--- src/rtl/dff_pipe_pkg.sv ---
// ---------------------------------------------------------------------------
// dff_pkg
// Shared definitions for the dff_pipe elastic pipeline register.
//   pipe_mode_e : selects lockstep (global stall) or collapsing (per-stage
//                 accept when empty) advance behaviour.
//   clog2_occ   : width of the occupancy count for a given pipe depth
//                 (must be able to represent 0..depth inclusive).
// ---------------------------------------------------------------------------
package dff_pkg;

    typedef enum logic {
        MODE_LOCKSTEP = 1'b0,
        MODE_COLLAPSE = 1'b1
    } pipe_mode_e;

    // Bits needed to hold a count of 0..depth. A depth below 1 is illegal,
    // but a 1-bit result keeps the port width legal if it ever happens.
    function automatic int clog2_occ(input int depth);
        return (depth < 1) ? 1 : $clog2(depth + 1);
    endfunction

endpackage

--- src/rtl/dff_pipe_stage.sv ---
// ---------------------------------------------------------------------------
// dff_pipe_stage
// One stage of the elastic pipe: a valid bit plus a data register.
//   clk        : clock, rising edge
//   rst        : asynchronous active-high reset (valid=0, data=RST_VAL)
//   flush      : synchronous clear of the valid bit, data untouched
//   i_load     : stage takes the upstream value this edge
//   i_up_valid : upstream valid
//   i_up_data  : upstream payload
//   o_valid    : stage holds a valid entry
//   o_data     : stage payload
// ---------------------------------------------------------------------------
module dff_pipe_stage
    import dff_pkg::*;
#(
    parameter int              DW      = 32,
    parameter logic [DW-1:0]   RST_VAL = '0
) (
    input  logic          clk,
    input  logic          rst,
    input  logic          flush,
    input  logic          i_load,
    input  logic          i_up_valid,
    input  logic [DW-1:0] i_up_data,
    output logic          o_valid,
    output logic [DW-1:0] o_data
);

    logic          r_valid;
    logic [DW-1:0] r_data;

    // Flush wins over a load: the entry that would have been taken is dropped.
    always_ff @(posedge clk or posedge rst) begin
        if (rst) begin
            r_valid <= 1'b0;
        end else if (flush) begin
            r_valid <= 1'b0;
        end else if (i_load) begin
            r_valid <= i_up_valid;
        end
    end

    // Data only moves when a real entry moves in, so bubbles never toggle
    // the wide register.
    always_ff @(posedge clk or posedge rst) begin
        if (rst) begin
            r_data <= RST_VAL;
        end else if (!flush && i_load && i_up_valid) begin
            r_data <= i_up_data;
        end
    end

    assign o_valid = r_valid;
    assign o_data  = r_data;

endmodule

--- src/rtl/dff_pipe.sv ---
// ---------------------------------------------------------------------------
// dff_pipe
// Elastic pipeline register: DEPTH valid/data stages with valid/ready
// handshake on both ends, optional bubble collapsing and synchronous flush.
//   clk        : clock, all state on rising edge
//   rst        : asynchronous active-high reset
//   flush      : drop all in-flight entries at the next edge
//   in_valid   : producer has data
//   in_ready   : pipe accepts data this cycle
//   in_data    : producer payload
//   out_valid  : last stage holds valid data
//   out_ready  : consumer accepts this cycle
//   out_data   : last stage payload
//   occupancy  : number of valid stages
// in_ready is combinational from out_ready (through up to DEPTH gates when
// collapsing, one gate in lockstep); add a skid buffer upstream if needed.
// ---------------------------------------------------------------------------
module dff_pipe
    import dff_pkg::*;
#(
    parameter int              DW       = 32,
    parameter int              DEPTH    = 3,
    parameter logic [DW-1:0]   RST_VAL  = '0,
    parameter int              COLLAPSE = 1
) (
    input  logic                           clk,
    input  logic                           rst,
    input  logic                           flush,
    input  logic                           in_valid,
    output logic                           in_ready,
    input  logic [DW-1:0]                  in_data,
    output logic                           out_valid,
    input  logic                           out_ready,
    output logic [DW-1:0]                  out_data,
    output logic [clog2_occ(DEPTH)-1:0]    occupancy
);

    localparam int         OW   = clog2_occ(DEPTH);
    localparam pipe_mode_e MODE = (COLLAPSE != 0) ? MODE_COLLAPSE : MODE_LOCKSTEP;

    logic [DEPTH-1:0] w_valid;
    logic [DW-1:0]    w_data    [DEPTH];
    logic [DEPTH-1:0] w_up_valid;
    logic [DW-1:0]    w_up_data [DEPTH];
    logic [DEPTH-1:0] w_load;
    logic             w_in_rdy;
    logic [OW-1:0]    w_occ;

    // -----------------------------------------------------------------------
    // Stage chain
    // -----------------------------------------------------------------------
    for (genvar gi = 0; gi < DEPTH; gi++) begin : g_stage
        if (gi == 0) begin : g_head
            assign w_up_valid[gi] = in_valid;
            assign w_up_data[gi]  = in_data;
        end else begin : g_body
            assign w_up_valid[gi] = w_valid[gi-1];
            assign w_up_data[gi]  = w_data[gi-1];
        end

        dff_pipe_stage #(
            .DW      (DW),
            .RST_VAL (RST_VAL)
        ) u_stage (
            .clk        (clk),
            .rst        (rst),
            .flush      (flush),
            .i_load     (w_load[gi]),
            .i_up_valid (w_up_valid[gi]),
            .i_up_data  (w_up_data[gi]),
            .o_valid    (w_valid[gi]),
            .o_data     (w_data[gi])
        );
    end

    // -----------------------------------------------------------------------
    // Advance control
    // -----------------------------------------------------------------------
    if (MODE == MODE_COLLAPSE) begin : g_collapse
        // A stage can take a new entry if it is empty or its own entry is
        // leaving this cycle; this ripples back from the consumer.
        logic [DEPTH:0] w_rdy;
        assign w_rdy[DEPTH] = out_ready;
        for (genvar gi = 0; gi < DEPTH; gi++) begin : g_rdy
            assign w_rdy[gi]  = !w_valid[gi] || w_rdy[gi+1];
            assign w_load[gi] = w_rdy[gi];
        end
        assign w_in_rdy = w_rdy[0];
    end else begin : g_lockstep
        // Whole pipe shifts together unless the tail is stuck.
        logic w_adv;
        assign w_adv = out_ready || !w_valid[DEPTH-1];
        for (genvar gi = 0; gi < DEPTH; gi++) begin : g_ld
            assign w_load[gi] = w_adv;
        end
        assign w_in_rdy = w_adv;
    end

    // Refuse input during flush (it would be dropped) and while in reset.
    assign in_ready = w_in_rdy && !flush && !rst;

    // out_valid is deliberately not masked by flush: a transfer in the flush
    // cycle still completes from the consumer's point of view.
    assign out_valid = w_valid[DEPTH-1];
    assign out_data  = w_data[DEPTH-1];

    // -----------------------------------------------------------------------
    // Occupancy = popcount of stage valid bits
    // -----------------------------------------------------------------------
    always_comb begin
        w_occ = '0;
        for (int i = 0; i < DEPTH; i++) begin
            w_occ = w_occ + OW'(w_valid[i]);
        end
    end

    assign occupancy = w_occ;

endmodule

--- config.mk ---
export PLATFORM = sky130hd
export DESIGN_NAME = dff_pipe
export DESIGN_NICKNAME = d
export VERILOG_FILES = /design/src/rtl/dff_pipe_pkg.sv /design/src/rtl/dff_pipe_stage.sv /design/src/rtl/dff_pipe.sv
export SDC_FILE = /design/constraint.sdc
export NUM_CORES = 1
export LEC_CHECK = 0
export CORE_UTILIZATION = 45
export CTS_BUF_LIST = sky130_fd_sc_hd__clkbuf_8 sky130_fd_sc_hd__clkbuf_16
export DETAILED_ROUTE_END_ITERATION = 8
export PLACE_DENSITY = 0.82
export SKIP_LAST_GASP = 1
export SLEW_MARGIN = 0
export SYNTH_ARGS = -nofsm -noshare
export SYNTH_HDL_FRONTEND = slang
export SYNTH_SLANG_ARGS = --single-unit
--- constraint.sdc ---
create_clock -name clk -period 3.8 [get_ports clk]
set_input_delay 0.57 -clock clk [delete_from_list [all_inputs] [get_ports clk]]
set_output_delay 0.57 -clock clk [all_outputs]
set_load 0.005 [all_outputs]
==> results of run 1 <==
==> worst max-delay path by stage <==
| stage | cells past startpoint | end | slack (ns) | from |
|---|---|---|---|---|
| after global routing | 3 | in_ready | 1.21 | flush |
| after detailed placement | 4 | in_ready | 1.27 | out_ready |
| after floorplan | 1 | g_stage[0].u_stage.o_data[0] | 0.64 | rst |
| after global placement | 4 | in_ready | 1.29 | out_ready |
| after CTS | 4 | in_ready | 1.26 | out_ready |
| final | 4 | in_ready | 1.28 | out_ready |
==> critical path, stage by stage <==
cell	delay, ns
clkdlybuf4s50_1	0.50
nor2b_4	0.08
a311oi_1	0.26
clkdlybuf4s50_1	0.54
==> cells by family after synthesis <==
logic type      after synthesis
compound gates                5
fa+ha+maj                     1
buf+inv                      14
flops                        99
mux                          96
simple gates                  6
==> per-stage QoR <==
stage,std cells,setup WS [ns]
5_1_grt,406,1.21
3_5_place_dp,390,1.27
3_3_place_gp,390,1.29
6_report,406,1.28
2_1_floorplan,221,0.640
4_1_cts,406,1.26
==> cell type report <==
type / instances / area [um^2]
inverters: 3 / 13.8
clock buffers: 9 / 124
multi-input cells: 108 / 1310
flip-flops and latches: 99 / 2480
repair buffers: 75 / 743
well taps: 105 / 131
clock inverters: 7 / 83.8
fillers: 644 / 3410
==> cell usage after synthesis <==
| master | number |
|---|---|
| a311oi_1 | 1 |
| buf_2 | 3 |
| a311o_4 | 1 |
| nor2b_4 | 1 |
| clkbuf_1 | 1 |
| nor2_1 | 4 |
| a211o_1 | 1 |
| inv_1 | 3 |
| fa_1 | 1 |
| a21oi_1 | 1 |
| mux2_2 | 66 |
| dfrtp_1 | 99 |
| a31oi_1 | 1 |
| mux2_4 | 30 |
| buf_6 | 7 |
| nor3b_2 | 1 |
==> state kept, by name (all words and copies together), names as in the netlist <==
name and count:
g_stage.u_stage.o_data 96, g_stage.u_stage.o_valid 3
==> power by group through the flow <==
stage	logic (uW)	registers (uW)	clock network, uW
after CTS	726	1500	711
after global routing	771	1530	752
final	713	1490	692
after floorplan	333	1490	0
after detailed placement	723	1520	0
after global placement	703	1500	0
==> metal layers <==
| layer | GRT usage | up-vias | wire length [um] |
|---|---|---|---|
| met5 | 0 | - | 0 |
| met2 | 0.251 | 49 | 3210 |
| met3 | 0.0338 | 9 | 271 |
| li1 | - | 921 | - |
| met1 | 0.204 | 1092 | 2920 |
| met4 | 0.0644 | 0 | 97 |
==> out/results.txt, run 1 <==
status: finished clean
Compound-Gate Fraction of Synth Area: 0.0125
clk slew on worst S/H paths: 0.10 ns
Max Clock Freq: 397 MHz
H-tree levels: 3
starting density of the core: 0.469
dpl hpwl: 4090 um
CP Class: input port to output port
DRC Markers: 0
switching portion of total power: 0.246
DP Area: 4680 um^2
R2R Path End: g_stage[1].u_stage.o_data[18]
commonest non-fill, non-tap cell in the layout: dfrtp_1
Final Wtd Congestion: 0.660
sequential element share of the synthesized area: 0.637
worst-skew pair later-pin latency: 0.36 ns
post-synthesis adder-cell area fraction: 0.00515
PD cells: 593 nW/um^2
clock sinks: 99
first-pass GRT wire length: 10400 um
hold_sp: g_stage[1].u_stage.o_data[6]
total die area: 9020 um^2
Core Box Area: 8300 um^2
drt pass-1 iters: 3
Flop pwr share: 0.515
mux share of post-synthesis cell area: 0.307
fin util: 0.589
antenna violations before repair: 0
number of synthesis warnings: 0
MaxCap Viol Count: 0
Clock Skew: 0.0123 ns
Max FO, Critical Path: 7
Clk pwr share: 0.239
drt initial violations: 56
internal power: 2180 uW
R2R Path Start: g_stage[2].u_stage.o_valid
crit path capture type: output port
Mean Syn Cell Area: 17.6 um^2
IO Pins: 73
largest net degree at the start of global routing: 79
Peak VDD IR: 0.000304 V
synthesized instance count: 221
layout cells sized above 1: 0.399
Hold WC Path Type: flip-flop to flip-flop
post-CTS sizing: 0
P_sw: 712 uW
headroom to the max-slew limit: 0.371
CTS Buf Count: 9
vias in the first global route: 2109
shortest period the worst path allows: 2.52 ns
top post-synthesis cells by area: dfrtp_1 64%, mux2_2 19%, mux2_4 12%, buf_6 2.0%, a311o_4 0.51%
Post-CTS Setup Inserts: 0
CP arrival: 1.95 ns
Die Span Y: 95.0 um
startpoint types: input port
Setup Total Neg Slack: 0 ns
# diodes: 0
unrepaired setup endpoints after global routing: false
deepest clock path buffer count: 2
Antenna Nets Post-Route: 0
total track usage: 0.156
average wire per standard cell: 16.0 um
Worst EP required: 3.23 ns
syn_nets: 259
area share of the largest cell type after synthesis: 0.637
cell area after synthesis: 3890 um^2
Hold Fails Final Rpt: 0
total power: 2900 uW
Worst Tran Pin Value: 0.943 ns
leading area contributor after synthesis: dfrtp_1
xor and xnor area share after synthesis: 0
Synth-to-Final Area Change: 25.6%
post-route design area: 4880 um^2
Die X: 95.0 um
Leak: 0.00218 uW
main combinational cell family by area after synthesis: multiplexers
Synth cell types: 16
Setup Viol. Count Final: 0
simple-gate share of the synthesized area: 0.0106
worst reg-to-reg setup slack: 1.88 ns
depth of the most critical reg-to-reg path: 3
fin. max-slew vios: 0
routed wire length: 6500 um
Comb power frac: 0.246
fin crit share: 0.663
Hold Path Sink: g_stage[2].u_stage.o_data[6]
Hold Path Depth: 1
CTS tree: built
Hold-fix buffers, CTS: 0
clk root buf: clkbuf_8
Fin Hold WS: 0.502 ns
#FFs+latches synth: 99
port bufs: 72
Placement Rows: 33
Vias/cell: 5.10
vias: 2071
Total Nets Final: 334
gr ovfl total: 0
commonest cells after routing, fill and taps aside: 99 x dfrtp_1, 72 x clkdlybuf4s50_1, 66 x mux2_2
Note: power is estimated with default switching activity, not from simulation.
==> inputs of run 2 (changes only) <==
--- a/config.mk
+++ b/config.mk
@@ -8,7 +8,7 @@
 export CORE_UTILIZATION = 45
 export CTS_BUF_LIST = sky130_fd_sc_hd__clkbuf_8 sky130_fd_sc_hd__clkbuf_16
 export DETAILED_ROUTE_END_ITERATION = 8
-export PLACE_DENSITY = 0.82
+export PLACE_DENSITY = 0.85
 export SKIP_LAST_GASP = 1
 export SLEW_MARGIN = 0
 export SYNTH_ARGS = -nofsm -noshare
==> constraint.sdc (replaced) <==
create_clock -name clk -period 2.3 [get_ports clk]
set_input_delay 0.345 -clock clk [delete_from_list [all_inputs] [get_ports clk]]
set_output_delay 0.345 -clock clk [all_outputs]
set_load 0.005 [all_outputs]
==> run 2 against run 1 <==
Against the previous run:
- count of clock-buffer cells in the layout did not move
- clock power increased by 40%
- worst setup slack worse by 1.2 ns
- via count shrank 2.1%
- total power rose by 60%
- cell count grew 0.25%
- utilization is 0.23 points higher
- wire length decreased by 0.51%
- sequential power is 66% higher
- die area stayed put
==> out/results.txt, run 2 (same netlist as run 1, synthesis figures left out) <==
status: finished clean (unchanged)
commonest cells after routing, fill and taps aside: 99 x dfrtp_1, 72 x clkdlybuf4s50_1, 66 x mux2_2 (unchanged)
total track usage: 0.158 (was 0.156)
Layout Cells excl Fill: 407 (was 406)
DP Area: 4740 um^2 (was 4680 um^2)
total die area: 9020 um^2 (unchanged)
Hold Fails Final Rpt: 0 (unchanged)
Worst EP required: 1.96 ns (was 3.23 ns)
starting density of the core: 0.469 (unchanged)
dpl hpwl: 3990 um (was 4090 um)
Worst Tran Pin Value: 0.501 ns (was 0.943 ns)
max FFs per register: 96 (unchanged)
commonest non-fill, non-tap cell in the layout: dfrtp_1 (unchanged)
Synth-to-Final Area Change: 26.1% (was 25.6%)
vias: 2027 (was 2071)
crit path capture type: output port (unchanged)
Hold WC Path Type: flip-flop to flip-flop (unchanged)
first-pass GRT wire length: 10500 um (was 10400 um)
post-route design area: 4900 um^2 (was 4880 um^2)
# diodes: 0 (unchanged)
routed wire length: 6470 um (was 6500 um)
Placement Rows: 33 (unchanged)
DRC Markers: 0 (unchanged)
Antenna Nets Post-Route: 0 (unchanged)
Max Clock Freq: 458 MHz
Setup WS post-layout: 0.119 ns (was 1.28 ns)
deepest clock path buffer count: 2 (unchanged)
CP Class: flip-flop to output port (was input port to output port)
post-CTS sizing: 0 (unchanged)
unrepaired setup endpoints after global routing: false (unchanged)
clock sinks: 99 (unchanged)
Vias/cell: 4.98 (was 5.10)
vias in the first global route: 2045 (was 2109)
largest net degree at the start of global routing: 100 (was 79)
average wire per standard cell: 15.9 um (was 16.0 um)
Leak: 0.00219 uW (was 0.00218 uW)
Setup Total Neg Slack: 0 ns (unchanged)
Final Wtd Congestion: 0.679 (was 0.660)
PD cells: 943 nW/um^2 (was 593 nW/um^2)
drt initial violations: 43 (was 56)
Peak VDD IR: 0.000570 V (was 0.000304 V)
Placement Setup Slack: 0.241 ns (was 1.27 ns)
headroom to the max-slew limit: 0.666 (was 0.371)
Post-CTS Setup Inserts: 0 (unchanged)
Total Nets Final: 335 (was 334)
antenna violations before repair: 0 (unchanged)
Die X: 95.0 um (unchanged)
H-tree levels: 3 (unchanged)
CTS Buf Count: 9 (unchanged)
clk slew on worst S/H paths: 0.08 ns (was 0.10 ns)
fin crit share: 0.948
CTS tree: built (unchanged)
gr ovfl total: 0 (unchanged)
Core Box Area: 8300 um^2 (unchanged)
Die Span Y: 95.0 um (unchanged)
port bufs: 72 (unchanged)
placed cells: 391 (was 390)
worst-skew pair later-pin latency: 0.36 ns (about the same)
drt pass-1 iters: 3 (unchanged)
layout cells sized above 1: 0.397 (was 0.399)
Max FO, Critical Path: 8 (was 7)
startpoint types: flip-flop (was input port)
fin. max-slew vios: 0 (unchanged)
MaxCap Viol Count: 0 (unchanged)
Clock Skew: 0.0144 ns (was 0.0123 ns)
CP arrival: 1.84 ns (was 1.95 ns)
clk root buf: clkbuf_8 (unchanged)
IO Pins: 73 (unchanged)
Setup Viol. Count Final: 0 (unchanged)
Hold-fix buffers, CTS: 0 (unchanged)
shortest period the worst path allows: 2.18 ns
==> run 2: power breakdown <==
part,internal (uW),switching (uW)
Combinational,874,314
Sequential,2220,247
Clock,390,579
Total,3480,1140
==> run 2: worst paths after layout <==
check | from | endpoint | slack, ns | depth (start not counted)
worst min register to register | g_stage[1].u_stage.o_data[0] | g_stage[1].u_stage.o_data[0] | 0.50 | 1
worst max-delay path | g_stage[1].u_stage.o_valid | occupancy[0] | 0.12 | 2
worst min-delay path | g_stage[1].u_stage.o_data[0] | g_stage[1].u_stage.o_data[0] | 0.50 | 1
max in group asynchronous | rst | g_stage[1].u_stage.o_data[16] | 1.41 | 3
min in group asynchronous | rst | g_stage[1].u_stage.o_data[2] | 0.52 | 3
worst max register to register | g_stage[2].u_stage.o_valid | g_stage[0].u_stage.o_data[30] | 0.66 | 4
==> run 2: cell type report <==
class | count | area [um^2]
Fill cell | 656 | 3400
Sequential cell | 99 | 2480
Multi-Input combinational cell | 108 | 1310
Timing Repair Buffer | 76 | 801
Tap cell | 105 | 131
Clock buffer | 9 | 124
Clock inverter | 7 | 43.8
Inverter | 3 | 15.0
==> run 2: critical path, cell delays in order, from the launching register on <==
cell,delay [ns]
dfrtp_1,0.48
fa_1,0.52
clkdlybuf4s50_1,0.50
==> run 2: per-stage QoR <==
| stage | hold slack, ns | total power (uW) | utilization |
|---|---|---|---|
| after global placement | 0.481 | 3640 | 0.571 |
| after global routing | 0.521 | 4890 | 0.591 |
| final | 0.504 | 4620 | 0.591 |
| after floorplan | 0.472 | 3010 | - |
| after detailed placement | 0.487 | 3710 | 0.571 |
| after CTS | 0.508 | 4690 | 0.591 |
==> run 2: per-layer routing <==
layer	share of wire	up-vias	global-route usage
met5	0	-	0
met4	0.018	0	0.0758
met2	0.46	52	0.231
met3	0.046	10	0.0346
li1	-	926	-
met1	0.47	1039	0.222
